`src/rtl/idu_exu_seg_reg.sv`:
```
// IDU -> EXU pipeline segment register.
// Two-entry skid buffer: in_ready is a pure decode of registered state.
module idu_exu_seg_reg #(
    parameter int CTRL_W = 16,
    parameter int CNT_W  = 32
) (
    input  logic              clk,
    input  logic              rst_n,
    input  logic              flush,

    input  logic              in_valid,
    output logic              in_ready,
    input  logic [31:0]       in_pc,
    input  logic [31:0]       in_inst,
    input  logic [31:0]       in_imm,
    input  logic              in_op_valid,
    input  logic [31:0]       in_rs1_data,
    input  logic [31:0]       in_rs2_data,
    input  logic [4:0]        in_rd,
    input  logic [CTRL_W-1:0] in_ctrl,

    output logic              out_valid,
    input  logic              out_ready,
    output logic [31:0]       out_pc,
    output logic [31:0]       out_inst,
    output logic [31:0]       out_imm,
    output logic [31:0]       out_rs1_data,
    output logic [31:0]       out_rs2_data,
    output logic [4:0]        out_rd,
    output logic [CTRL_W-1:0] out_ctrl,
    output logic              out_illegal,

    output logic [CNT_W-1:0]  stall_cnt
);

    typedef struct packed {
        logic [31:0]       pc;
        logic [31:0]       inst;
        logic [31:0]       imm;
        logic [31:0]       rs1_data;
        logic [31:0]       rs2_data;
        logic [4:0]        rd;
        logic [CTRL_W-1:0] ctrl;
        logic              illegal;
    } bundle_t;

    typedef enum logic [1:0] {
        EMPTY = 2'd0,
        FULL  = 2'd1,
        SKID  = 2'd2
    } state_t;

    localparam logic [CNT_W-1:0] CNT_ONE = CNT_W'(1);
    localparam logic [CNT_W-1:0] CNT_MAX = '1;

    state_t  state;
    state_t  state_nxt;
    bundle_t main_q;
    bundle_t skid_q;
    bundle_t in_bundle;

    logic in_fire;
    logic out_fire;
    logic load_main_in;
    logic load_main_skid;
    logic load_skid;
    logic stalled;

    assign in_bundle = '{
        pc:       in_pc,
        inst:     in_inst,
        imm:      in_imm,
        rs1_data: in_rs1_data,
        rs2_data: in_rs2_data,
        rd:       in_rd,
        ctrl:     in_ctrl,
        illegal:  ~in_op_valid
    };

    assign in_ready  = (state != SKID);
    assign out_valid = (state != EMPTY);
    assign in_fire   = in_valid & in_ready;
    assign out_fire  = out_valid & out_ready;
    assign stalled   = out_valid & ~out_ready;

    always_comb begin
        state_nxt      = state;
        load_main_in   = 1'b0;
        load_main_skid = 1'b0;
        load_skid      = 1'b0;
        if (flush) begin
            state_nxt = EMPTY;
        end else begin
            unique case (state)
                EMPTY: begin
                    if (in_fire) begin
                        state_nxt    = FULL;
                        load_main_in = 1'b1;
                    end
                end
                FULL: begin
                    if (in_fire && out_fire) begin
                        load_main_in = 1'b1;
                    end else if (in_fire) begin
                        state_nxt = SKID;
                        load_skid = 1'b1;
                    end else if (out_fire) begin
                        state_nxt = EMPTY;
                    end
                end
                SKID: begin
                    // in_ready is low here, so only the drain can happen
                    if (out_fire) begin
                        state_nxt      = FULL;
                        load_main_skid = 1'b1;
                    end
                end
                default: begin
                    state_nxt = EMPTY;
                end
            endcase
        end
    end

    always_ff @(posedge clk or negedge rst_n) begin
        if (!rst_n) begin
            state  <= EMPTY;
            main_q <= '0;
            skid_q <= '0;
        end else begin
            state <= state_nxt;
            if (load_main_in) begin
                main_q <= in_bundle;
            end else if (load_main_skid) begin
                main_q <= skid_q;
            end
            if (load_skid) begin
                skid_q <= in_bundle;
            end
        end
    end

    // Flush deliberately leaves the counter alone
    always_ff @(posedge clk or negedge rst_n) begin
        if (!rst_n) begin
            stall_cnt <= '0;
        end else if (stalled && (stall_cnt != CNT_MAX)) begin
            stall_cnt <= stall_cnt + CNT_ONE;
        end
    end

    assign out_pc       = main_q.pc;
    assign out_inst     = main_q.inst;
    assign out_imm      = main_q.imm;
    assign out_rs1_data = main_q.rs1_data;
    assign out_rs2_data = main_q.rs2_data;
    assign out_rd       = main_q.rd;
    assign out_ctrl     = main_q.ctrl;
    assign out_illegal  = main_q.illegal;

endmodule
```
`config.mk`:
```
export PLATFORM = sky130hd
export DESIGN_NAME = idu_exu_seg_reg
export DESIGN_NICKNAME = d
export VERILOG_FILES = /design/src/rtl/idu_exu_seg_reg.sv
export SDC_FILE = /design/constraint.sdc
export NUM_CORES = 1
export LEC_CHECK = 0
export BUFFER_PORTS_ARGS = -buffer_cell sky130_fd_sc_hd__buf_4
export CORE_MARGIN = 8
export CORE_UTILIZATION = 37
export CTS_BUF_LIST = sky130_fd_sc_hd__clkbuf_4 sky130_fd_sc_hd__clkbuf_8
export DETAILED_ROUTE_END_ITERATION = 16
export PLACE_DENSITY = 0.61
export SLEW_MARGIN = 10
export SYNTH_ARGS = -nofsm -noshare
export SYNTH_HDL_FRONTEND = slang
export SYNTH_SLANG_ARGS = --single-unit
```
`constraint.sdc`:
```
create_clock -name clk -period 1.9 [get_ports clk]
set_input_delay 0.19 -clock clk [delete_from_list [all_inputs] [get_ports clk]]
set_output_delay 0.19 -clock clk [all_outputs]
set_load 0.01 [all_outputs]
```
# == Word level (Yosys, flattened, before mapping) ==
# Cells that the tools add are included.
# word_totals
reg_bits,398
output_inout_bits,216
# op_classes
n_addsub,1
eq_ne,8
muxes,19
bitwise,5
n_reduce_logical,6
# op_table
operator,n
182-bit 2-to-1 mux,2
32-bit by 1-bit adder with 32-bit output (second input constant),1
32-bit != test (second input constant),1
2-bit 2-to-1 mux,6
1-bit 2-to-1 mux,9
3-bit != test (second input constant),3
2-bit one-hot mux with 3 select lines,1
4-bit != test (second input constant),1
4-bit AND reduction,1
2-bit nonzero test,2
1-bit bitwise AND,3
2-bit by 1-bit equality test with 1-bit output (second input constant),1
2-bit equality test (second input constant),1
1-bit logical AND,2
2-bit logical NOT,1
2-bit != test (second input constant),1
1-bit inverter,2
1-bit one-hot mux with 2 select lines,1

# == Longest topological paths before layout ==
# logic_depth
ltp_word,7
depth_mapped,7
mapped_depth_nobuf,6

# == Least setup slack after synthesis ==
# OpenSTA, ideal clock, no wires.
# synth_timing
path_type,reg-to-reg
startpoint,reg stall_cnt[0]
endpoint,reg stall_cnt[29]
t_arrival_ps,1759
required_ps,1762
path_slack_ps,3
path_stages_with_launch,7
n_path_buf,0
period_less_slack_ps,1897
cell_sequence,dfrtp_1 -> ha_1 -> nand4_2 -> or3_4 -> nor3_4 -> nor4_1 -> xor2_1
# synth_between
elab_chain_len,2
elab_cells_between_ends,3
cone_classes,1 x add/sub; 1 x eq/ne; 1 x reduce/logical
# synth_lines
item,line,source
"start, declared",33,output logic [CNT_W-1:0] stall_cnt
"start signal, assigned",148,stall_cnt <= stall_cnt + CNT_ONE;
"parallel branches: the longest is 2 deep, another holds 32-bit by 1-bit adder with 32-bit output",--,
# Parallel ways; which one is timed is not known.
# A chain may end at the register's enable or synchronous reset.

# == Worst setup path after layout ==
# layout_timing
startpoint,reg stall_cnt[1]
endpoint,reg stall_cnt[31]
# The elaborated chain is that of the path after synthesis.

==> results.yml <==
cells_and_area:
  drive_gt1_frac: 0.391
  num-nets-final: 2171
  final_util: 0.548
  layout_commonest_cell: "buf_4"
  synthToLayoutAreaGrowth_pct: 46.7
  finalNonFillerCells: 2616
  layout_common_cells: "443 x buf_4, 397 x dfrtp_1, 379 x nand2_1, 188 x dlygate4sd3_1, 184 x mux2_2"
  fillers: 3589
  design_area_sq_mm: 0.0235
placement:
  place_area_sq_mm: 0.0202
  place_hpwl_um: 31700
  io_buffers: 402
  gp_congestion: 0.825
  place_ws_ps: 19.4
  place_inst: 2307
logic_synthesis:
  synth_enable_flop_cells: 0
  ys_seq_area_frac: 0.622
  yosys_warnings: 0
  synth_cell_type_count: 40
  syn_nets: 1525
  ys.flop_type: "dfrtp_1"
  syn_inst: 1337
  async_flop_share: 1.00
  synth_area_sq_mm: 0.0160
  synth_seq_cells: 398
  synth.avg_cell_area_sq_um: 12.0
route:
  wl_met1_um: 20000
  final_antenna_net_count: 0
  wl_per_cell_um: 18.4
  drc: 0
  vias: 12800
  route.met2.wl_um: 23300
  avgViaCountPerCell: 4.90
  topRoutingLayerUsed: "met4"
  dr.pass1.iters: 5
  route.met3.wl_um: 3690
  wirelength_um: 48100
  drt_iter0_markers: 857
run:
  max_cap_violations: 0
clock_network:
  clock_latency_ps: 610
  clock-root-buffer: "clkbuf_8"
  htree_num_levels: 3
  clkTransAtPathRegs_ps: 60
  cts_made_buffers: 69
  clock_path_buffers: 3
  cts_tree: "yes"
  cts.sinks: 398
pwr:
  power_density_mw_per_mm2: 1020
  p_leak_nw: 11.6
  peakVddDrop_v: 0.000828
setup_path:
  crit_end: "stall_cnt[31]$_DFFE_PN0P_"
  timing.rr.end: "stall_cnt[31]$_DFFE_PN0P_"
  worstRegToRegCells: 7
  crit_chain: "ha_2, nand4_4, or3_4, nor3_4, buf_6, nor4_1, xor2_1"
  cp_num_buf_inv: 1
  end_kind: "flop"
  cpLargestDelayFamily: "simple AND/OR/NAND/NOR gates"
  worstPathRequired_ps: 2380
  startpoint: "stall_cnt[1]$_DFFE_PN0P_"
  path_depth: 7
  critPathMaxStageDelay_ps: 430
  r2r_start: "stall_cnt[1]$_DFFE_PN0P_"
  cp-start-kind: "flop"
  cp.arrival_ps: 2280
  path_max_fanout: 8
  path_class: "flop to flop"
  r2r_slack_ps: 100
  slowest_stage: "or3_4"
die:
  start_util: 0.374
  fp.dieH_um: 224
  rows: 76
  die-area_sq_mm: 0.0502
  core-area_sq_mm: 0.0429
  die_x_um: 224
  num_io_pins: 403
sta:
  fin_crit_ps: 1800
  worstMarginPinSlew_ps: 403
  max_clock_freq_ghz: 0.556
  hold_viol: 0
  period_share: 0.947
  drv_slew: 0
  finalSetupViolations: 0
  slew_headroom: 0.729
  rsz0062_at_grt: "true"
  skew_ps: 21.1
  fin_ws_ps: 100
grt:
  grt_pass1_wl_um: 76700
  first_global_vias: 13700
  grt_overflow_total: 0
  grt_max_degree: 70
  antenna_found_initial: 3
  grt_use_total: 0.190
run_status:
  status: "finished, final reports clean"
min_path:
  holdCritPathClass: "primary input to async pin"
power by group:
part	switching (mW)	leakage (nW)	total [mW]	internal [mW]
sequential	1.07	4.95	11.4	10.3
combinational	2.09	5.93	4.82	2.73
clock	3.35	0.744	7.74	4.40
total	6.51	11.6	24.0	17.5
per-stage QoR:
stage	setup TNS [ps]	power [mW]	hold WS [ps]
2_1_floorplan	0	13.5	-106
3_3_place_gp	0	15.9	131
3_5_place_dp	0	16.0	130
4_1_cts	0	24.3	21.5
5_1_grt	-402	25.3	55.1
6_report	0	24.0	69.6
final cells by class:
cell class              instances  area [sq um]  area share
diodes                          3          7.51    0.000319
multi-input cells             854          5710       0.243
clock buffers                 106          1320      0.0562
clock inverters                10          50.0     0.00213
repair buffers                657          5710       0.243
flip-flops and latches        398          9960       0.424
well taps                     585           732      0.0311
inverters                       3          11.3    0.000479
synthesized netlist by cell type (all sizes together) (7+ instances only):
library cell,instances,area share
nor4,7,0.0037
nand4,15,0.0062
clkbuf,19,0.0045
nand2,380,0.089
xor2,12,0.0066
a22oi,181,0.085
dfrtp,398,0.62
xnor2,16,0.0087
nor3,7,0.0039
mux2,184,0.13
buf,63,0.020
nand3,12,0.0052
nor2,13,0.0030
timing repair:
item / in CTS / in global routing
setup endpoints to repair: 0 / 49
buffers inserted: 0 / 2
hold endpoints to repair: 764 / 0
hold buffers: 188 / 0
resized for setup: 0 / 7
per-layer routing:
layer	vias up	GRT usage
met3	88	0.0646
met1	6371	0.235
met5	-	0
met2	413	0.307
met4	0	0.0648
li1	5946	-
worst min path at each step:
stage | to | startpoint | slack, ps
3_5_place_dp | skid_q[43]$_DFFE_PN0P_ | rst_n | 130
6_report | skid_q[43]$_DFFE_PN0P_ | rst_n | 70
2_1_floorplan | out_ctrl[0]$_DFFE_PN0P_ | rst_n | -110
3_3_place_gp | skid_q[46]$_DFFE_PN0P_ | rst_n | 130
5_1_grt | skid_q[43]$_DFFE_PN0P_ | rst_n | 60
4_1_cts | skid_q[43]$_DFFE_PN0P_ | rst_n | 20
worst reg2reg max path: stages (launching register included):
cell and delay, ps:
dfrtp_1 340, ha_2 210, nand4_4 140, or3_4 430
nor3_4 190, buf_6 150, nor4_1 60, xor2_1 140
logic make-up after synthesis:
family | after synthesis | share of synthesized area
xor+xnor | 28 | 0.0153
buf+inv | 85 | 0.0248
compound gates | 190 | 0.0890
simple gates | 450 | 0.118
mux | 185 | 0.130
flops | 398 | 0.622
fa+ha+maj | 1 | 0.000781
registers in the layout (all words and copies together), names as in the netlist:
register	flops
skid_q	182
out_imm	32
out_inst	32
out_pc	32
out_rs1_data	32
out_rs2_data	32
stall_cnt	32
out_ctrl	16
out_rd	5
state	2
out_illegal	1
Power figures use the tool's default switching activity.
